===== src/rtl/bcd_stopwatch_pkg.sv =====
// bcd_stopwatch_pkg: state encoding and BCD digit limits shared by the stopwatch files
package bcd_stopwatch_pkg;
  typedef enum logic [1:0] {
    ST_IDLE  = 2'd0,
    ST_RUN   = 2'd1,
    ST_PAUSE = 2'd2
  } state_e;
  localparam logic [3:0] SEC_ONES_MAX = 4'd9;
  localparam logic [3:0] SEC_TENS_MAX = 4'd5;
  localparam logic [3:0] MIN_ONES_MAX = 4'd9;
  localparam logic [3:0] MIN_TENS_MAX = 4'd9;
endpackage


===== src/rtl/bcd_stopwatch_digit_counter.sv =====
// bcd_digit_counter: one BCD digit of the stopwatch, 0..MAX with a same-cycle carry out
module bcd_digit_counter #(
  parameter logic [3:0] MAX = 4'd9
) (
  input  logic       iClk,
  input  logic       iRst_n,
  input  logic       iClr,
  input  logic       iInc,
  output logic [3:0] oDigit,
  output logic       oCarry
);
  logic [3:0] digit_q, digit_d;
  always_comb digit_d = iClr ? 4'd0 : !iInc ? digit_q : (digit_q == MAX) ? 4'd0 : digit_q + 4'd1;
  always_ff @(posedge iClk or negedge iRst_n)
    if (!iRst_n) digit_q <= 4'd0;
    else         digit_q <= digit_d;
  assign oCarry = iInc && (digit_q == MAX);
  assign oDigit = digit_q;
endmodule


===== src/rtl/bcd_stopwatch.sv =====
// bcd_stopwatch: MM:SS BCD stopwatch with start/stop and clear buttons and a run/pause/idle FSM
module bcd_stopwatch
  import bcd_stopwatch_pkg::*;
#(
  parameter int MIN_LIMIT   = 59,
  parameter int SYNC_STAGES = 2
) (
  input  logic       iClk,
  input  logic       iRst_n,
  input  logic       iTick,
  input  logic       iBtnStartStop,
  input  logic       iBtnClear,
  output logic [3:0] oSecOnes,
  output logic [3:0] oSecTens,
  output logic [3:0] oMinOnes,
  output logic [3:0] oMinTens,
  output logic       oRunning,
  output logic       oWrap
);
  localparam logic [3:0] LIM_TENS = 4'(MIN_LIMIT / 10);
  localparam logic [3:0] LIM_ONES = 4'(MIN_LIMIT % 10);
  logic [SYNC_STAGES-1:0] ss_sync_q, clr_sync_q;
  logic ss_prev_q, clr_prev_q;
  logic ss_evt, clr_evt;
  state_e state_q;
  logic wrap_q, wrap_d;
  logic inc, at_limit, dig_clr;
  logic c_so, c_st, c_mo, c_mt;
  always_ff @(posedge iClk or negedge iRst_n)
    if (!iRst_n) begin
      ss_sync_q  <= '0;
      clr_sync_q <= '0;
      ss_prev_q  <= 1'b0;
      clr_prev_q <= 1'b0;
    end else begin
      ss_sync_q  <= {ss_sync_q[SYNC_STAGES-2:0], iBtnStartStop};
      clr_sync_q <= {clr_sync_q[SYNC_STAGES-2:0], iBtnClear};
      ss_prev_q  <= ss_sync_q[SYNC_STAGES-1];
      clr_prev_q <= clr_sync_q[SYNC_STAGES-1];
    end
  assign ss_evt  = ss_sync_q[SYNC_STAGES-1] && !ss_prev_q;
  assign clr_evt = clr_sync_q[SYNC_STAGES-1] && !clr_prev_q;
  always_ff @(posedge iClk or negedge iRst_n)
    if (!iRst_n)      state_q <= ST_IDLE;
    else if (clr_evt) state_q <= ST_IDLE;
    else if (ss_evt)  state_q <= (state_q == ST_RUN) ? ST_PAUSE : ST_RUN;
  // A tick in the cycle that leaves RUN still counts; a coincident clear drops it
  assign inc      = iTick && (state_q == ST_RUN) && !clr_evt;
  assign at_limit = (oMinTens == LIM_TENS) && (oMinOnes == LIM_ONES) &&
                    (oSecTens == SEC_TENS_MAX) && (oSecOnes == SEC_ONES_MAX);
  assign wrap_d   = inc && at_limit;
  assign dig_clr  = clr_evt || wrap_d || c_mt;
  always_ff @(posedge iClk or negedge iRst_n)
    if (!iRst_n) wrap_q <= 1'b0;
    else         wrap_q <= wrap_d;
  bcd_digit_counter #(.MAX(SEC_ONES_MAX)) u_sec_ones (
    .iClk(iClk), .iRst_n(iRst_n), .iClr(dig_clr), .iInc(inc),  .oDigit(oSecOnes), .oCarry(c_so));
  bcd_digit_counter #(.MAX(SEC_TENS_MAX)) u_sec_tens (
    .iClk(iClk), .iRst_n(iRst_n), .iClr(dig_clr), .iInc(c_so), .oDigit(oSecTens), .oCarry(c_st));
  bcd_digit_counter #(.MAX(MIN_ONES_MAX)) u_min_ones (
    .iClk(iClk), .iRst_n(iRst_n), .iClr(dig_clr), .iInc(c_st), .oDigit(oMinOnes), .oCarry(c_mo));
  bcd_digit_counter #(.MAX(MIN_TENS_MAX)) u_min_tens (
    .iClk(iClk), .iRst_n(iRst_n), .iClr(dig_clr), .iInc(c_mo), .oDigit(oMinTens), .oCarry(c_mt));
  assign oRunning = (state_q == ST_RUN);
  assign oWrap    = wrap_q;
endmodule


===== config.mk =====
export PLATFORM = sky130hd
export DESIGN_NAME = bcd_stopwatch
export DESIGN_NICKNAME = d
export VERILOG_FILES = /design/src/rtl/bcd_stopwatch_pkg.sv /design/src/rtl/bcd_stopwatch_digit_counter.sv /design/src/rtl/bcd_stopwatch.sv
export SDC_FILE = /design/constraint.sdc
export NUM_CORES = 1
export LEC_CHECK = 0
export ABC_AREA = 1
export CORE_UTILIZATION = 45
export CTS_BUF_LIST = sky130_fd_sc_hd__clkbuf_4 sky130_fd_sc_hd__clkbuf_8
export CTS_CLUSTER_DIAMETER = 200
export DETAILED_ROUTE_END_ITERATION = 12
export DONT_BUFFER_PORTS = 1
export SLEW_MARGIN = 5
export SYNTH_ARGS = -nofsm -noshare
export SYNTH_HDL_FRONTEND = slang
export SYNTH_SLANG_ARGS = --single-unit

===== constraint.sdc =====
create_clock -name iClk -period 2 [get_ports iClk]
set_clock_uncertainty 0.15 [all_clocks]
set_input_delay 0.2 -clock iClk [delete_from_list [all_inputs] [get_ports iClk]]
set_output_delay 0.2 -clock iClk [all_outputs]
set_load 0.02 [all_outputs]

==> metrics <==
GRT Overall Usage=17.2%; filler cell count=263; crit-path leading delay family=simple AND/OR/NAND/NOR gates; Seq cells post-synth=25; Post-CTS Hold Buffers=4; main combinational cell family by area after synthesis=simple AND/OR/NAND/NOR gates; Post-Synth Adder-Cell Area=7.55%; CTS Buffer Depth=2; Die Y=56.3 um; final core occ=54.6%; P_sw=0.224 mW; placed cell areas=1440 um2; cell repeated most along the worst path=nor2_1; critical-path cell list=inv_1, ha_1, nand2_1, nor2_1, nand4_1, nand2_2, nor2_1; Worst Path Buf+Inv=1; storage element area=626 um2; H-tree depth=1; Worst-path clk slew=0.14 ns; TritonCTS Buffers=3; Req. time, crit path=2.05 ns; peak supply drop=0.421 mV; First DRT Iteration DRCs=23; Syn Area/Cell=8.95 um2; die width=56.3 um; vias per inst=5.00; HP Class=input pin to flop; Final HPWL DP=1.86 mm; final period utilization=87.8%; worst slew pin tran=0.370 ns; Finished Cell Area=1520 um2; setup ws final=0.244 ns; Slew headroom=75.3%; leakage power figure=0.721 nW; maxcap violations=0; Seq pwr share=61.1%; GPL Wtd Cong=0.820; Antenna Nets Post-Route=0; Simple-Gate Fraction of Synth Area=28.8%; CTS resizes=0; pin count of the biggest net entering global routing=26; Cell Rows=19; Root Buffer=clkbuf_4; Post-CTS Setup Bufs=0; Setup crit end kind=flop; P&R area growth vs syn=14.6%; post-synthesis mux area share=0%; CTS tree=built; final number of hold-violating endpoints=0; TNS Setup=0 ns; Overflow after GRT=0; CP arrival=1.81 ns; diodes inserted=0; Worst Setup Path Type=flop to flop; Pwr Density=578 nW/um2; drc violations=0; Peak Freq=0.569 GHz; WL per Instance=12.0 um; element type at the critical path start=flop; first-pass GRT wire length=4.27 mm; area taken by multi-input logic gates=617 um2; Cell Area, Synth=1330 um2; status=finished clean; switch share=25.5%; Initial Util=47.6%; Post-Synthesis Cells=148; Final min period=1.76 ns; CP max stage delay=0.51 ns; RSZ-0062 raised after global routing=no; Post-Synth XOR/XNOR Area=3.97%; Final Power=0.878 mW; Gate power share=12.2%; dpl cells=189; IO buf count=0; die outline area=3170 um2; vias in the first global route=993; Routed WL=2.36 mm; Final nets=180; clk sink count=25; worst hold slack=0.0351 ns; crit-path max FO=6; slowest CP cell=dfrtp_1; compound-cell area share of the yosys netlist=6.23%; syn nets=161; core box area=2780 um2; clk_lat worst skew=0.31 ns; Int Pwr=0.655 mW; initial antenna violation count=0; Yosys cell types=21; fraction of layout cells with a size suffix above 1=19.9%; pre-CTS WS=0.253 ns; Layout Cells excl Fill=197; Max Slew Vio Count=0; Pre-antenna DRT Iters=4; # setup viols final=0; sequential fraction of the synthesis area=47.2%; Yosys warnings=0; part of the power in the clock network=26.7%; I/O Pins=23; via count=985
[cells in the final DEF (no fill, tap or decap), types with 2 or more instances in the layout]
master	instances
dlygate4sd3_1	3
a211oi_1	2
xor2_1	5
inv_2	3
a21oi_1	7
nor2_4	6
o21ai_0	5
buf_4	10
nand2_2	2
dfrtp_1	25
nor2_1	20
nand4_1	4
clkbuf_4	4
nand2_1	23
nand3_2	2
ha_1	8
nor2_2	4
inv_1	19
nand3_1	8
[flip-flops by register name (all words and copies together), names as in the netlist]
register / cells
u_min_ones.oDigit: 4
u_min_tens.oDigit: 4
u_sec_ones.oDigit: 4
u_sec_tens.oDigit: 4
clr_sync_q: 2
ss_sync_q: 2
state_q: 2
clr_prev_q: 1
oWrap: 1
ss_prev_q: 1
[cell families (layout without fill, tap and decap cells)]
kind of cell	after synthesis	count (layout)
xor gates and xnor gates	6	6
and+or+nand+nor	72	72
DFF	25	25
adders and majority gates	8	8
AOI/OAI and AO/OA	15	15
buffers and inverters	22	40
[cell usage after synthesis]
master / n / share of area [%]
a211oi_1: 2 / 1.1
a21oi_1: 7 / 2.6
dfrtp_1: 25 / 47
ha_1: 8 / 7.6
inv_1: 19 / 5.4
inv_2: 3 / 0.85
nand2_1: 23 / 6.5
nand2_2: 2 / 0.94
nand3_1: 8 / 3.0
nand3_2: 2 / 1.5
nand3_4: 1 / 1.3
nand4_1: 4 / 1.9
nor2_1: 20 / 5.7
nor2_2: 4 / 1.9
nor2_4: 6 / 5.1
nor3_1: 1 / 0.38
nor3b_1: 1 / 0.57
o21a_1: 1 / 0.57
o21ai_0: 5 / 1.9
xnor2_1: 1 / 0.66
xor2_1: 5 / 3.3
[path summary, 6_finish.rpt]
check | cells past startpoint | slack (ns) | endpoint | from
worst max register to register | 7 | 0.24 | u_min_ones.oDigit[1] | u_min_tens.oDigit[1]
worst min-delay path | 4 | 0.04 | oWrap | iTick
min in group asynchronous | 2 | 0.16 | oWrap | iRst_n
worst min register to register | 0 | 0.21 | ss_sync_q[1] | ss_sync_q[0]
max in group asynchronous | 2 | 1.39 | u_min_ones.oDigit[2] | iRst_n
worst max-delay path | 7 | 0.24 | u_min_ones.oDigit[1] | u_min_tens.oDigit[1]
[power by group through the flow]
stage	Combinational (mW)	Clock (mW)	Sequential, mW
2_1_floorplan	0.0521	0	0.560
3_3_place_gp	0.0879	0	0.546
3_5_place_dp	0.0902	0	0.547
4_1_cts	0.110	0.246	0.537
5_1_grt	0.121	0.265	0.540
6_report	0.107	0.234	0.537
[worst reg2reg max path, stage by stage, from the launching register on]
cell	delay, ns
dfrtp_1	0.51
inv_1	0.10
ha_1	0.17
nand2_1	0.07
nor2_1	0.22
nand4_1	0.17
nand2_2	0.17
nor2_1	0.08
[per-layer routing]
| layer | vias up | track usage, % | part of all wire, % |
|---|---|---|---|
| li1 | 507 | - | - |
| met1 | 457 | 20.2 | 46 |
| met2 | 19 | 29.6 | 49 |
| met3 | 2 | 5.30 | 4.7 |
| met4 | 0 | 6.27 | 0.76 |
| met5 | - | 0 | 0 |
[final cells by class]
cell class                      instances  area share [%]
Multi-Input combinational cell        101            40.6
Sequential cell                        25            41.2
Clock buffer                            4            1.98
Timing Repair Buffer                   14            8.24
Tap cell                               31            2.55
Inverter                               22            5.44
Note: power is estimated with default switching activity, not from simulation.
